File: config.mk
export PLATFORM = sky130hd
export DESIGN_NAME = lc3b_dcache
export DESIGN_NICKNAME = d
export VERILOG_FILES = /design/src/rtl/lc3b_types.sv /design/src/rtl/lc3b_dcache_array.sv /design/src/rtl/lc3b_dcache.sv
export SDC_FILE = /design/constraint.sdc
export NUM_CORES = 1
export LEC_CHECK = 0
export CAP_MARGIN = 30
export CELL_PAD_IN_SITES_DETAIL_PLACEMENT = 0
export CELL_PAD_IN_SITES_GLOBAL_PLACEMENT = 1
export CORE_MARGIN = 4
export CORE_UTILIZATION = 35
export CTS_CLUSTER_SIZE = 30
export DETAILED_ROUTE_END_ITERATION = 8
export GPL_ROUTABILITY_DRIVEN = 0
export PLACE_DENSITY = 0.62
export SLEW_MARGIN = 20
export SYNTH_ARGS = -nofsm -noshare
export SYNTH_HDL_FRONTEND = slang
export SYNTH_HIERARCHICAL = 1
export SYNTH_SLANG_ARGS = --single-unit
File: constraint.sdc
create_clock -name clk -period 9.99 [get_ports clk]
set_clock_uncertainty 0.15 [all_clocks]
set_input_delay 2.4975 -clock clk [delete_from_list [all_inputs] [get_ports clk]]
set_output_delay 2.4975 -clock clk [all_outputs]
set_load 0.005 [all_outputs]
File: src/rtl/lc3b_types.sv
// rtl/lc3b_types.sv - shared LC-3b data cache types and block helpers
package lc3b_types;

    typedef logic [127:0] lc3b_block;
    typedef logic [8:0]   lc3b_dc_tag;
    typedef logic [2:0]   lc3b_dc_index;
    typedef logic [3:0]   lc3b_dc_offset;

    typedef enum logic [1:0] {
        IDLE,
        WRITEBACK,
        FILL,
        RESP
    } lc3b_dc_state;

    // Extract the 16-bit word at word offset w of a block.
    function automatic logic [15:0] block_word(input lc3b_block blk, input logic [2:0] w);
        return blk[{w, 4'b0000} +: 16];
    endfunction

    // Merge the byte-enabled lanes of data into word w of a block.
    function automatic lc3b_block block_merge(input lc3b_block blk, input logic [2:0] w,
                                              input logic [1:0] mask, input logic [15:0] data);
        lc3b_block r;
        r = blk;
        if (mask[0]) r[{w, 4'b0000} +: 8] = data[7:0];
        if (mask[1]) r[{w, 4'b1000} +: 8] = data[15:8];
        return r;
    endfunction

endpackage

File: src/rtl/lc3b_dcache_array.sv
// rtl/lc3b_dcache_array.sv - valid/dirty/tag/data storage for the data cache
module dcache_array
    import lc3b_types::*;
#(
    parameter int NUM_LINES = 8,
    parameter int IDX_W     = $clog2(NUM_LINES),
    parameter int TAG_W     = 12 - IDX_W
) (
    input  logic             clk,
    input  logic             reset,
    input  logic [IDX_W-1:0] index_i,
    output logic             valid_o,
    output logic             dirty_o,
    output logic [TAG_W-1:0] tag_o,
    output lc3b_block        data_o,
    input  logic             valid_we_i,
    input  logic             valid_i,
    input  logic             dirty_we_i,
    input  logic             dirty_i,
    input  logic             tag_we_i,
    input  logic [TAG_W-1:0] tag_i,
    input  logic             data_we_i,
    input  lc3b_block        data_i
);

    logic [NUM_LINES-1:0] valid_q;
    logic [NUM_LINES-1:0] dirty_q;
    logic [TAG_W-1:0]     tag_q  [NUM_LINES];
    lc3b_block            data_q [NUM_LINES];

    // Status bits: cleared on reset so every line starts invalid and clean.
    always_ff @(posedge clk) begin
        if (reset) begin
            valid_q <= '0;
            dirty_q <= '0;
        end else begin
            if (valid_we_i) valid_q[index_i] <= valid_i;
            if (dirty_we_i) dirty_q[index_i] <= dirty_i;
        end
    end

    // Tag and data payload: never reset, only meaningful behind a valid bit.
    always_ff @(posedge clk) begin
        if (tag_we_i)  tag_q[index_i]  <= tag_i;
        if (data_we_i) data_q[index_i] <= data_i;
    end

    assign valid_o = valid_q[index_i];
    assign dirty_o = dirty_q[index_i];
    assign tag_o   = tag_q[index_i];
    assign data_o  = data_q[index_i];

endmodule

File: src/rtl/lc3b_dcache.sv
// rtl/lc3b_dcache.sv - direct-mapped write-back write-allocate data cache for the load/store queue
module lc3b_dcache
    import lc3b_types::*;
#(
    parameter int NUM_LINES = 8
) (
    input  logic         clk,
    input  logic         reset,
    input  logic         read,
    input  logic         write,
    input  logic [1:0]   wmask,
    input  logic [15:0]  address,
    input  logic [15:0]  wdata,
    output logic         resp,
    output logic [15:0]  rdata,
    output logic         pmem_read,
    output logic         pmem_write,
    output logic [15:0]  pmem_address,
    output logic [127:0] pmem_wdata,
    input  logic         pmem_resp,
    input  logic [127:0] pmem_rdata
);

    localparam int IDX_W = $clog2(NUM_LINES);
    localparam int TAG_W = 12 - IDX_W;

    lc3b_dc_state state_q;

    logic [TAG_W-1:0] addr_tag;
    logic [IDX_W-1:0] addr_idx;
    logic [2:0]       addr_word;
    logic             addr_unused;
    logic             req;
    logic             hit;

    logic             line_valid;
    logic             line_dirty;
    logic [TAG_W-1:0] line_tag;
    lc3b_block        line_data;

    logic             valid_we;
    logic             valid_in;
    logic             dirty_we;
    logic             dirty_in;
    logic             tag_we;
    logic             data_we;
    lc3b_block        data_in;

    assign addr_tag    = address[15:4+IDX_W];
    assign addr_idx    = address[4+IDX_W-1:4];
    assign addr_word   = address[3:1];
    // Byte lane selection for byte loads happens in the requester.
    assign addr_unused = address[0];
    assign req         = read | write;
    assign hit         = line_valid && (line_tag == addr_tag);

    dcache_array #(
        .NUM_LINES (NUM_LINES)
    ) u_array (
        .clk        (clk),
        .reset      (reset),
        .index_i    (addr_idx),
        .valid_o    (line_valid),
        .dirty_o    (line_dirty),
        .tag_o      (line_tag),
        .data_o     (line_data),
        .valid_we_i (valid_we),
        .valid_i    (valid_in),
        .dirty_we_i (dirty_we),
        .dirty_i    (dirty_in),
        .tag_we_i   (tag_we),
        .tag_i      (addr_tag),
        .data_we_i  (data_we),
        .data_i     (data_in)
    );

    // Controller: physical transactions always run to completion once started.
    always_ff @(posedge clk) begin
        if (reset) begin
            state_q <= IDLE;
        end else begin
            case (state_q)
                IDLE: begin
                    if (req) begin
                        if (hit)                           state_q <= RESP;
                        else if (line_valid && line_dirty) state_q <= WRITEBACK;
                        else                               state_q <= FILL;
                    end
                end
                WRITEBACK: if (pmem_resp) state_q <= FILL;
                FILL:      if (pmem_resp) state_q <= req ? RESP : IDLE;
                RESP:      state_q <= IDLE;
                default:   state_q <= IDLE;
            endcase
        end
    end

    // Array updates: victim cleaned after writeback, fill installed, store merged only on resp.
    always_comb begin
        valid_we = 1'b0;
        valid_in = 1'b0;
        dirty_we = 1'b0;
        dirty_in = 1'b0;
        tag_we   = 1'b0;
        data_we  = 1'b0;
        data_in  = pmem_rdata;
        if (!reset) begin
            case (state_q)
                WRITEBACK: begin
                    if (pmem_resp) begin
                        dirty_we = 1'b1;
                        dirty_in = 1'b0;
                    end
                end
                FILL: begin
                    if (pmem_resp) begin
                        valid_we = 1'b1;
                        valid_in = 1'b1;
                        dirty_we = 1'b1;
                        dirty_in = 1'b0;
                        tag_we   = 1'b1;
                        data_we  = 1'b1;
                    end
                end
                RESP: begin
                    if (write) begin
                        dirty_we = 1'b1;
                        dirty_in = 1'b1;
                        data_we  = 1'b1;
                        data_in  = block_merge(line_data, addr_word, wmask, wdata);
                    end
                end
                default: ;
            endcase
        end
    end

    // Outputs decoded from the state register and the registered arrays only.
    always_comb begin
        resp         = (state_q == RESP) && req;
        rdata        = resp ? block_word(line_data, addr_word) : 16'h0000;
        pmem_read    = (state_q == FILL);
        pmem_write   = (state_q == WRITEBACK);
        pmem_address = 16'h0000;
        pmem_wdata   = '0;
        if (state_q == WRITEBACK) begin
            pmem_address = {line_tag, addr_idx, 4'b0000};
            pmem_wdata   = line_data;
        end else if (state_q == FILL) begin
            pmem_address = {address[15:4], 4'b0000};
        end
    end

endmodule

==> impl_metrics.tcl, run 1 <==
set metrics [dict create \
    status "finished clean" \
    synth_cell_types 49 \
    reg2reg_setup_slack_ns 5.71 \
    synth_enable_flop_cells 1096 \
    worst-setup-path-type "input port to primary output" \
    worst-path-buf-inv 3 \
    grt_antenna_before_repair 26 \
    die_width_microns 375 \
    cp_data_arrival_time_ns 6.23 \
    static_leakage_uw 0.0186 \
    final_net_count 3305 \
    port_buffers 324 \
    yosys.area_share.adder_pct 0.291 \
    tightestPinTransition_ns 1.12 \
    clock_sink_count 1114 \
    grt_first_pass_wirelength_microns 215000 \
    htree_levels 3 \
    shortest_clock_period_the_worst_path_allows_after_layout_ns 8.87 \
    io-pin-count 330 \
    post_synthesis_share_of_cell_area_spent_on_and_or_nand_and_nor_gates_pct 8.08 \
    detail_route.first_pass.iterations 6 \
    area_fraction_in_compound_gates_after_synthesis_pct 2.49 \
    initial_utilization_pct 35.3 \
    layout_common_cells "sky130_fd_sc_hd__edfxtp_1 (1096), sky130_fd_sc_hd__nand2_1 (539), sky130_fd_sc_hd__clkdlybuf4s50_1 (318)" \
    drtIter0Drc 3059 \
    routed_wire_length_per_instance_microns 31.0 \
    power.switching_fraction_pct 24.3 \
    clock-root-buffer "sky130_fd_sc_hd__clkbuf_16" \
    syn_inst 2782 \
    critPathCapture "rdata[0]" \
    yosys_most_used_dff "sky130_fd_sc_hd__edfxtp_1" \
    internal_power_uw 8160 \
    globalRouteTotalUtil_pct 21.6 \
    final_critical_path_setup_slack_ns 1.12 \
    final.setup.tns_ns 0 \
    crit_path_frequent_cell "sky130_fd_sc_hd__nand2_1" \
    routed-via-count 27700 \
    route.antenna.remaining_nets 0 \
    slowest_delay_ns 0.67 \
    worst_ir_drop_vdd_v 0.000131 \
    cp-start-kind "input port" \
    clock_power_share_pct 38.1 \
    slew_viol_final 0 \
    synth_top_family_by_area "multiplexers" \
    postSynthRegisterBits 1114 \
    core-area_sq_um 134000 \
    tritoncts "yes" \
    layout.cells.most_common "sky130_fd_sc_hd__edfxtp_1" \
    post_route_cells_drive_above_1_share_pct 18.4 \
    dpl.hpwl_microns 99100 \
    yosysWarningCount 6 \
    clock_tree.buffer_depth 3 \
    sequential_element_share_of_the_synthesized_area_pct 70.4 \
    critPathMaxFanout 75 \
    crit-reg2reg-capture "u_array/data_q[2][24]" \
    critical_path.cell_chain "buf_8 -> buf_4 -> mux4_2 -> nand2_1 -> nand2_1 -> mux4_2 -> nand2_1 -> a21oi_1 -> clkdlybuf4s50_1" \
    dp_worst_setup_slack_ns 1.14 \
    cts.repair_timing.setup_buffer_count 0 \
    kind_of_cell_with_the_highest_combined_delay_on_the_critical_path "buffers and inverters" \
    cp_data_required_time_ns 7.34 \
    post_cts.resized_instances 0 \
    grt_overflow_total 0 \
    setup_repair_after_global_routing_missed_its_margin "false" \
    routed_wire_length_microns 155000 \
    timing.slew.headroom_pct 25.3 \
    cp-end-kind "primary output" \
    layout-area-overhead-vs-synth_pct 19.1 \
    vias_in_the_first_global_route 27600 \
    clk_pin_slew_worst_paths_ns 0.06 \
    crit_path_top_delay_cell "sky130_fd_sc_hd__a21oi_1" \
    drv.max_cap_violation_count 0 \
    num_rows 134 \
    crit_start "address[4]" \
    final_power_uw 10800 \
    synth_xor_xnor_area_share_pct 0.167 \
    fraction_of_power_consumed_by_combinational_cells_pct 12.7 \
    chipHeight_microns 375 \
    power_density_cells_nw_per_um2 192 \
    hold_violations 0 \
    critical_path_cell_count 9 \
    worst_r2r_startpoint "state_q[0]" \
    max_frequency_ghz 0.113 \
    hold_path.class "flop to flop" \
    drt_drc_violations_left 0 \
    tritoncts.num_buffers 112 \
    post-route-util_pct 42.0 \
    pin_count_of_the_biggest_net_entering_global_routing 105 \
    fraction_of_synthesized_area_in_multiplexers_pct 16.4 \
    synth.cell_area_sq_um 47200 \
    dieArea_sq_um 141000 \
    postSynth.asyncResetShare_pct 0 \
    timing.reg2reg.worst_path_depth 9 \
    viasPerCell 5.54 \
    setup_violations 0 \
    seq_power_share_pct 49.2 \
    period_utilization_post_route_pct 88.8 \
    switching_power_uw 2620 \
    cts-hold-fix-buffers 0 \
    synth_area_per_cell_sq_um 17.0 \
    clk-insertion-delay-late_ns 0.72 \
]
power groups by stage:
stage / Sequential [uW] / Combinational, uW / Clock [uW]
final: 5300 / 1370 / 4100
after global routing: 5300 / 1460 / 4390
after CTS: 5300 / 1380 / 4190
after detailed placement: 5400 / 1370 / 0
after global placement: 5390 / 1350 / 0
after floorplan: 5400 / 650 / 0
worst min path at each step:
stage / endpoint / depth (start not counted) / from / slack [ns]
final: u_array/valid_q[1] / 2 / u_array/valid_q[1] / 0.33
after global routing: u_array/valid_q[1] / 2 / u_array/valid_q[1] / 0.37
after CTS: u_array/dirty_q[2] / 2 / u_array/dirty_q[2] / 0.33
after detailed placement: u_array/valid_q[1] / 2 / u_array/valid_q[1] / 0.32
after global placement: u_array/dirty_q[1] / 2 / u_array/dirty_q[1] / 0.31
after floorplan: u_array/valid_q[1] / 2 / u_array/valid_q[1] / 0.30
worst register-to-register path, delay by kind of cell (launching register included):
family | cells | cell delay (ns)
buf+inv | 3 | 2.08
simple gates | 5 | 0.96
flops | 1 | 0.43
fa+ha+maj | 1 | 0.23
state kept, by name (all words and copies together) (netlist names):
name and count:
state_q 2, u_array/dirty_q 8, u_array/valid_q 8, u_array/tag_q 72, u_array/data_q 1024
kinds of logic after synthesis:
logic type,after synthesis
muxes,387
adders and majority gates,11
DFF,1114
and+or+nand+nor,890
AOI/OAI and AO/OA,176
buffers and inverters,194
xor gates and xnor gates,9
other,1
cell type report:
cell class	count	area, sq um
flip-flops and latches	1114	33300
diodes	7	17.5
clock inverters	81	677
clock buffers	131	2920
fillers	12000	77500
multi-input cells	1477	13000
inverters	10	41.3
well taps	1768	2210
repair buffers	412	4080
layer usage:
layer	part of all wire [%]	GRT usage (%)	wire, microns
met1	41	30.1	63500
met2	47	33.8	72200
met3	9.7	5.18	15000
met4	2.6	6.12	4080
met5	0.027	0	42
synthesized netlist by cell type, types with 10 or more instances:
cell / n / area (sq um)
sky130_fd_sc_hd__ha_1: 11 / 138
sky130_fd_sc_hd__nor2_1: 184 / 691
sky130_fd_sc_hd__buf_1: 17 / 63.8
sky130_fd_sc_hd__o21ai_0: 64 / 320
sky130_fd_sc_hd__edfxtp_1: 1096 / 32900
sky130_fd_sc_hd__a21oi_1: 21 / 105
sky130_fd_sc_hd__and2_1: 128 / 801
sky130_fd_sc_hd__o21ai_1: 11 / 55.1
sky130_fd_sc_hd__nand2b_1: 10 / 62.6
sky130_fd_sc_hd__a221oi_1: 64 / 561
sky130_fd_sc_hd__mux2i_1: 79 / 791
sky130_fd_sc_hd__buf_6: 24 / 270
sky130_fd_sc_hd__buf_4: 13 / 97.6
sky130_fd_sc_hd__nand2_1: 539 / 2020
sky130_fd_sc_hd__buf_2: 52 / 260
sky130_fd_sc_hd__mux4_2: 308 / 6940
sky130_fd_sc_hd__dfxtp_1: 18 / 360
sky130_fd_sc_hd__clkbuf_1: 78 / 293
through the flow:
stage,hold slack (ns),instance area [sq um],instances
floorplan,0.300,47200,2785
finish,0.334,56300,5000
global route,0.371,56200,4993
CTS,0.331,56200,4987
detailed placement,0.322,52600,4775
global placement,0.308,52500,4769
Note: power is estimated with default switching activity, not from simulation.
==> run 2, diff against run 1 <==
Settings changed: HOLD_SLACK_MARGIN set to 0.06.
==> results of run 2 <==
The final DEF is identical to that of run 1; final timing and power are the same.
